$ cat src/rtl/countdown_sequencer.sv
// countdown_sequencer: control stage in front of the MAX7219 8x8 matrix driver.
// On start it counts down once per tick on `digit`. It then waits for a game
// result and shows the matching smiley code (10 happy, 11 neutral, 12 sad) for
// SHOW_TICKS ticks.
// Optional feature: define COUNTDOWN_BLINK_EN to blink the display while waiting
// for the result.
module countdown_sequencer #(
  parameter int unsigned TICK_CYCLES   = 1000000,
  parameter int unsigned TIMEOUT_TICKS = 10,
  parameter int unsigned SHOW_TICKS    = 3
) (
  input  logic       clk,
  input  logic       rst,
  input  logic       start,
  input  logic [3:0] start_value,
  input  logic       abort,
  input  logic       result_valid,
  input  logic [1:0] result,
  output logic [3:0] digit,
  output logic       display_active,
  output logic       busy,
  output logic       done
);

  localparam int unsigned TW = $clog2(TICK_CYCLES);

  localparam logic [3:0] CODE_HAPPY   = 4'd10;
  localparam logic [3:0] CODE_NEUTRAL = 4'd11;
  localparam logic [3:0] CODE_SAD     = 4'd12;

  typedef enum logic [1:0] {
    IDLE        = 2'd0,
    COUNT       = 2'd1,
    WAIT_RESULT = 2'd2,
    SHOW_RESULT = 2'd3
  } state_t;

  state_t        state;
  logic [TW-1:0] tick_cnt;
  logic [7:0]    tick_num;

  logic       tick_c;
  logic [7:0] tick_num_inc_c;
  logic [3:0] start_clamp_c;
  logic [3:0] smiley_c;

  assign tick_c         = (tick_cnt == TW'(TICK_CYCLES - 1));
  assign tick_num_inc_c = tick_num + 8'd1;
  assign start_clamp_c  = (start_value > 4'd9) ? 4'd9 : start_value;

  // Result to smiley code; result 3 is treated as neutral.
  always_comb begin
    smiley_c = CODE_NEUTRAL;
    case (result)
      2'd0:    smiley_c = CODE_HAPPY;
      2'd2:    smiley_c = CODE_SAD;
      default: smiley_c = CODE_NEUTRAL;
    endcase
  end

  // Sequencer state, tick counters and registered outputs.
  always_ff @(posedge clk) begin
    if (rst) begin
      state          <= IDLE;
      digit          <= 4'd0;
      display_active <= 1'b0;
      busy           <= 1'b0;
      done           <= 1'b0;
      tick_cnt       <= '0;
      tick_num       <= 8'd0;
    end else begin
      done     <= 1'b0;
      tick_cnt <= tick_c ? '0 : tick_cnt + TW'(1);

      if (abort) begin
        state          <= IDLE;
        display_active <= 1'b0;
        busy           <= 1'b0;
        tick_cnt       <= '0;
        tick_num       <= 8'd0;
      end else begin
        case (state)
          IDLE: begin
            if (start) begin
              state          <= COUNT;
              digit          <= start_clamp_c;
              display_active <= 1'b1;
              busy           <= 1'b1;
              tick_cnt       <= '0;
              tick_num       <= 8'd0;
            end
          end

          COUNT: begin
            if (tick_c) begin
              if (digit == 4'd0) begin
                state          <= WAIT_RESULT;
                display_active <= 1'b1;
                tick_cnt       <= '0;
                tick_num       <= 8'd0;
              end else begin
                digit <= digit - 4'd1;
              end
            end
          end

          WAIT_RESULT: begin
            if (result_valid) begin
              state          <= SHOW_RESULT;
              digit          <= smiley_c;
              display_active <= 1'b1;
              tick_cnt       <= '0;
              tick_num       <= 8'd0;
            end else if (tick_c) begin
              if (tick_num_inc_c == 8'(TIMEOUT_TICKS)) begin
                state          <= SHOW_RESULT;
                digit          <= CODE_SAD;
                display_active <= 1'b1;
                tick_cnt       <= '0;
                tick_num       <= 8'd0;
              end else begin
                tick_num <= tick_num_inc_c;
`ifdef COUNTDOWN_BLINK_EN
                display_active <= ~display_active;
`else
                display_active <= 1'b1;
`endif
              end
            end
          end

          SHOW_RESULT: begin
            if (tick_c) begin
              if (tick_num_inc_c == 8'(SHOW_TICKS)) begin
                state          <= IDLE;
                display_active <= 1'b0;
                busy           <= 1'b0;
                done           <= 1'b1;
                tick_cnt       <= '0;
                tick_num       <= 8'd0;
              end else begin
                tick_num <= tick_num_inc_c;
              end
            end
          end

          default: begin
            state <= IDLE;
          end
        endcase
      end
    end
  end

endmodule

$ cat config.mk
export PLATFORM = sky130hd
export DESIGN_NAME = countdown_sequencer
export DESIGN_NICKNAME = d
export VERILOG_FILES = /design/src/rtl/countdown_sequencer.sv
export SDC_FILE = /design/constraint.sdc
export NUM_CORES = 1
export LEC_CHECK = 0
export ABC_AREA = 1
export CORE_ASPECT_RATIO = 0.6
export CORE_MARGIN = 2
export CORE_UTILIZATION = 40
export CTS_CLUSTER_DIAMETER = 50
export CTS_CLUSTER_SIZE = 8
export DETAILED_ROUTE_END_ITERATION = 16
export REMOVE_ABC_BUFFERS = 1
export SYNTH_ARGS = -nofsm -noshare
export SYNTH_HDL_FRONTEND = slang
export SYNTH_SLANG_ARGS = --single-unit
$ cat constraint.sdc
create_clock -name clk -period 2.3 [get_ports clk]
set_input_delay 0.69 -clock clk [delete_from_list [all_inputs] [get_ports clk]]
set_output_delay 0.69 -clock clk [all_outputs]
set_load 0.02 [all_outputs]
-- Word-level counts from Yosys, hierarchy flattened
Cells that the tools add are included.
- bits of input ports: 11
- bits in registers: 37
- equality and inequality tests: 15
- order comparisons: 1
- multiplexer cells: 47
- $add $sub $neg: 3
- reductions and logical operators: 12
- bitwise operators: 3
- operators by type and width (kind ; count):
    two-way mux 20 bit ; 9
    case mux 20 bit (4 select lines) ; 1
    two-way mux 8 bit ; 8
    case mux 8 bit (4 select lines) ; 1
    two-way mux 4 bit ; 7
    adder 20 x 1 -> 20 bit, second input constant ; 1
    equality test 20 bit, second input constant ; 1
    two-way mux 2 bit ; 8
    AND reduction 7 bit ; 2
    != test 2 bit, second input constant ; 6
    case mux 4 bit (3 select lines) ; 1
    adder 8 x 1 -> 8 bit, second input constant ; 1
    equality test 8 x 2 -> 1 bit, second input constant ; 1
    equality test 8 x 4 -> 1 bit, second input constant ; 1
    two-way mux 1 bit ; 8
    case mux 2 bit (4 select lines) ; 1
    equality test 2 bit, second input constant ; 3
    != test 3 bit, second input constant ; 2
    case mux 3 bit (2 select lines) ; 1
    AND reduction 6 bit ; 1
    AND reduction 5 bit ; 1
    greater-than comparator 4 bit, second input constant ; 1
    logical NOT 2 bit ; 2
    logical NOT 4 bit ; 1
    10 further kinds ; 12

-- Longest topological paths before layout
- depth in word-level cells: 6
- gate-level depth with buffers: 12
- depth with buffers taken out: 12

-- Worst setup path before layout
Ideal clock, no wire load.
- path kind: register to register
- start: reg tick_num[0]
- end: reg state[0]
- clock period less this slack: 1.693 ns
- data required time: 2.187 ns
- cell stages (with the launch flop): 12
- arrival time: 1.580 ns
- path slack: 0.607 ns
- path buffers: 1
- cells stage by stage: dfxtp_1 > ha_1 > nand3_1 > o21ai_1 > nand2_1 > nor2_2 > nand3_1 > nand2_2 > buf_6 > nand4_1 > nand2_1 > nor2_1
- longest elaborated chain between the ends: 4
- ends and longest elaborated chain (item ; line ; source):
    start, declared ; 40 ; logic [7:0] tick_num;
    start signal, assigned ; 122 ; tick_num <= tick_num_inc_c;
    start signal, assigned ; 142 ; tick_num <= tick_num_inc_c;
    adder 8 x 1 -> 8 bit (*) ; 48 ; assign tick_num_inc_c = tick_num + 8'd1;
    equality test 8 x 4 -> 1 bit or equality test 8 x 2 -> 1 bit (tied branches) ; 115, 134 ;
    != test 3 bit (no line) or != test 2 bit (tied branches) ; n/a ;
    AND reduction 7 bit (no line) (*) ; n/a ;
    end signal, assigned ; 64 ; state <= IDLE;
    end signal, assigned ; 109 ; state <= SHOW_RESULT;
    end signal, assigned ; 116 ; state <= SHOW_RESULT;
    end, declared ; 38 ; state_t state;
Mark *: on every way between the ends. The rest lies on a longest branch, timed or not.
A chain may end at the register's enable or synchronous reset.

-- Worst setup path after layout
- start: reg digit[2]
- end: out digit[2]
- RTL lines (item ; line ; source):
    start, declared ; 19 ; output logic [3:0] digit,
    start signal, assigned ; 86 ; digit <= start_clamp_c;
    start signal, assigned ; 102 ; digit <= digit - 4'd1;
    start signal, assigned ; 110 ; digit <= smiley_c;
No word-level cell between the ends.

==> qor.json <==
{
  "finalWeightedCongestion": 0.8020,
  "fin_nets": 370,
  "final_period_minus_worst_setup_slack_ns": 2.054,
  "drtIter0Drc": 70,
  "ctsHoldBuffers": 0,
  "r2r_end": "tick_num[1]",
  "commonest_cells_after_routing_fill_and_taps_aside": "nor2_1 (61), nand2_1 (60), dfxtp_1 (35), inv_1 (34)",
  "cap_violations": 0,
  "cts_root_buf": "clkbuf_8",
  "regToRegStartpoint": "tick_num[1]",
  "firstDrtPassIters": 4,
  "cts_num_sinks": 37,
  "final_layout_size_suffix_gt1_share_pct": 10.89,
  "timing.reg2reg.setup_slack_ns": 0.33,
  "tritoncts_clock_tree": "done",
  "critical_path_peak_fanout": 6,
  "fmax_mhz": 486.9,
  "flops_latches_synth": 37,
  "die_area_sq_mm": 0.006240,
  "fin_setup_tns_ns": 0,
  "rsz0062_at_grt": "false",
  "number_of_setup_buffers_added_after_cts": 0,
  "pin_count_of_the_biggest_net_entering_global_routing": 12,
  "synth.lib_cells_used.distinct": 34,
  "timing.final.max_slew_violations": 0,
  "static-leakage-power_nw": 1.041,
  "yosysWarnings": 0,
  "min_path_type": "flip-flop to flip-flop",
  "grt_overflow_total": 0,
  "timing.clock.skew_ns": 0.01062,
  "slew-limit-headroom_pct": 74.48,
  "die_w_um": 100.7,
  "drc": 0,
  "worstSkewPairLatency_ns": 0.30,
  "layout_commonest_cell": "nor2_1",
  "detail_route.wl_per_cell_um": 11.79,
  "vias_per_cell": 5.041,
  "setup.worst_path.start_class": "flip-flop",
  "gr-usage-all-layers_pct": 17.21,
  "antenna_found_initial": 0,
  "critical_path.endpoint": "digit[2]",
  "final_cells": 418,
  "longest_individual_stage_delay_on_the_worst_path_ns": 0.64,
  "routed_wire_length_um": 4927,
  "setup.worst_path.class": "flip-flop to output port",
  "worst_setup_path_end_kind": "output port",
  "hold_violations": 0,
  "yosysSeqAreaShare_pct": 33.04,
  "core_area_sq_mm": 0.005492,
  "boundaryPins": 18,
  "grt_pass1_vias": 1841,
  "cp-startpoint": "digit[2]",
  "fp.dieH_um": 62.00,
  "timing.final.crit_share_pct": 89.29,
  "netlist_area_sq_mm": 0.002242,
  "start_util_pct": 40.83,
  "path_delay_family": "buffers and inverters",
  "ir_drop_v": 0.0002732,
  "dp.final_hpwl_um": 3801,
  "clock_tree.htree_level_count": 2,
  "numCtsBuffers": 5,
  "global_route_wire_length_before_repair_um": 8459,
  "clock_tree.buffer_depth": 2,
  "diodes": 0,
  "setup_viol_count_final": 0,
  "area_delta_synth_final_pct": 17.75,
  "port_buffer_cells": 17,
  "worst_ep_arrival_time_ns": 1.36,
  "critical_path_buf_inv_count": 1,
  "critical_path_required_ns": 1.61,
  "p_per_area_mw_per_mm2": 645.2,
  "site_rows": 21,
  "status": "finished clean",
  "clkSlewWorstSetupHoldPaths_ns": 0.07,
  "worst_hold_slack_ns": 0.4551,
  "syn_avg_cell_area_sq_um": 6.963,
  "path_depth": 1,
  "critical_path.cell_chain": "clkdlybuf4s50_1",
  "post-place-cells": 410,
  "ant_nets": 0,
  "detailroute.via_count": 2107,
  "r2r.worst_path.cells": 10,
  "worst_path_max_delay_cell": "clkdlybuf4s50_1",
  "post_synth_inst_count": 322,
  "tightestPinTransition_ns": 0.3813
}
-- cell families (layout without fill, tap and decap cells) --
family,after synthesis,after routing,synth area share (%)
AO/OA/AOI/OAI,50,50,12.67
XOR/XNOR,12,12,4.687
adder cells (fa/ha/maj),11,11,6.138
buffers and inverters,39,66,7.254
flip-flops,37,37,33.04
AND/OR/NAND/NOR,173,173,36.22
-- report_power, final --
part	total, mW	switching (mW)	internal, mW
logic	0.407	0.241	0.166
registers	0.704	0.0333	0.671
clock network	0.593	0.239	0.354
total	1.70	0.513	1.19
-- area by class of cell --
class / count / area, sq um
fillers: 561 / 2851
multi-input cells: 246 / 1339
flip-flops and latches: 37 / 743.2
repair buffers: 22 / 220.2
inverters: 36 / 135.1
clock buffers: 7 / 86.33
well taps: 69 / 86.33
clock inverters: 1 / 30.03
-- stage by stage --
step	setup WS (ns)	area (sq um)	power [mW]	utilization [%]
after floorplan	0.5327	2215	0.9905	-
after global placement	0.1151	2521	1.117	45.91
after detailed placement	0.1021	2521	1.121	45.91
after CTS	0.2359	2638	1.723	48.03
after global routing	0.06548	2640	1.806	48.07
final	0.2464	2640	1.703	48.07
-- synthesized netlist by cell type, drive strengths merged --
cell,instances,area [sq um]
a211oi,1,7.510
a21o,2,15.01
a21oi,16,80.08
a221oi,1,8.760
a22oi,1,7.510
a31oi,3,18.77
a32o,1,10.01
buf,3,27.52
dfxtp,37,740.7
ha,11,137.6
inv,36,135.1
nand2,65,266.5
nand3,22,135.1
nand4,8,56.30
nor2,70,310.3
nor3,5,25.02
nor4,2,12.51
o211ai,1,7.510
o21ai,21,108.9
o21bai,1,7.510
o22ai,2,12.51
or2,1,6.260
xnor2,6,52.55
xor2,6,52.55
-- flip-flops by register name (all words and copies together), names as in the netlist --
name / cells
display_active: 1
tick_num: 8
state: 2
done: 1
busy: 1
digit: 4
tick_cnt: 20
-- layer usage --
metal,vias up,GRT usage [%],share of wire [%]
li1,1107,-,-
met1,962,26.47,58
met2,35,24.76,38
met3,3,3.356,3.6
met4,0,3.523,0.43
met5,-,0,0
-- how the worst min path moves through the flow --
stage	startpoint	slack (ns)	to	cells after the start
2_1_floorplan	tick_cnt[0]	0.42	tick_cnt[0]	1
3_3_place_gp	tick_cnt[0]	0.44	tick_cnt[0]	1
3_5_place_dp	tick_cnt[0]	0.44	tick_cnt[0]	1
4_1_cts	tick_cnt[0]	0.46	tick_cnt[0]	1
5_1_grt	tick_cnt[0]	0.50	tick_cnt[0]	1
6_report	tick_cnt[0]	0.46	tick_cnt[0]	1
-- what timing repair did --
action                                 in CTS  in global routing
endpoints found under the hold margin       0                  0
resized for setup                           0                  2
setup endpoints to repair                   0                  1
Power figures use the tool's default switching activity.
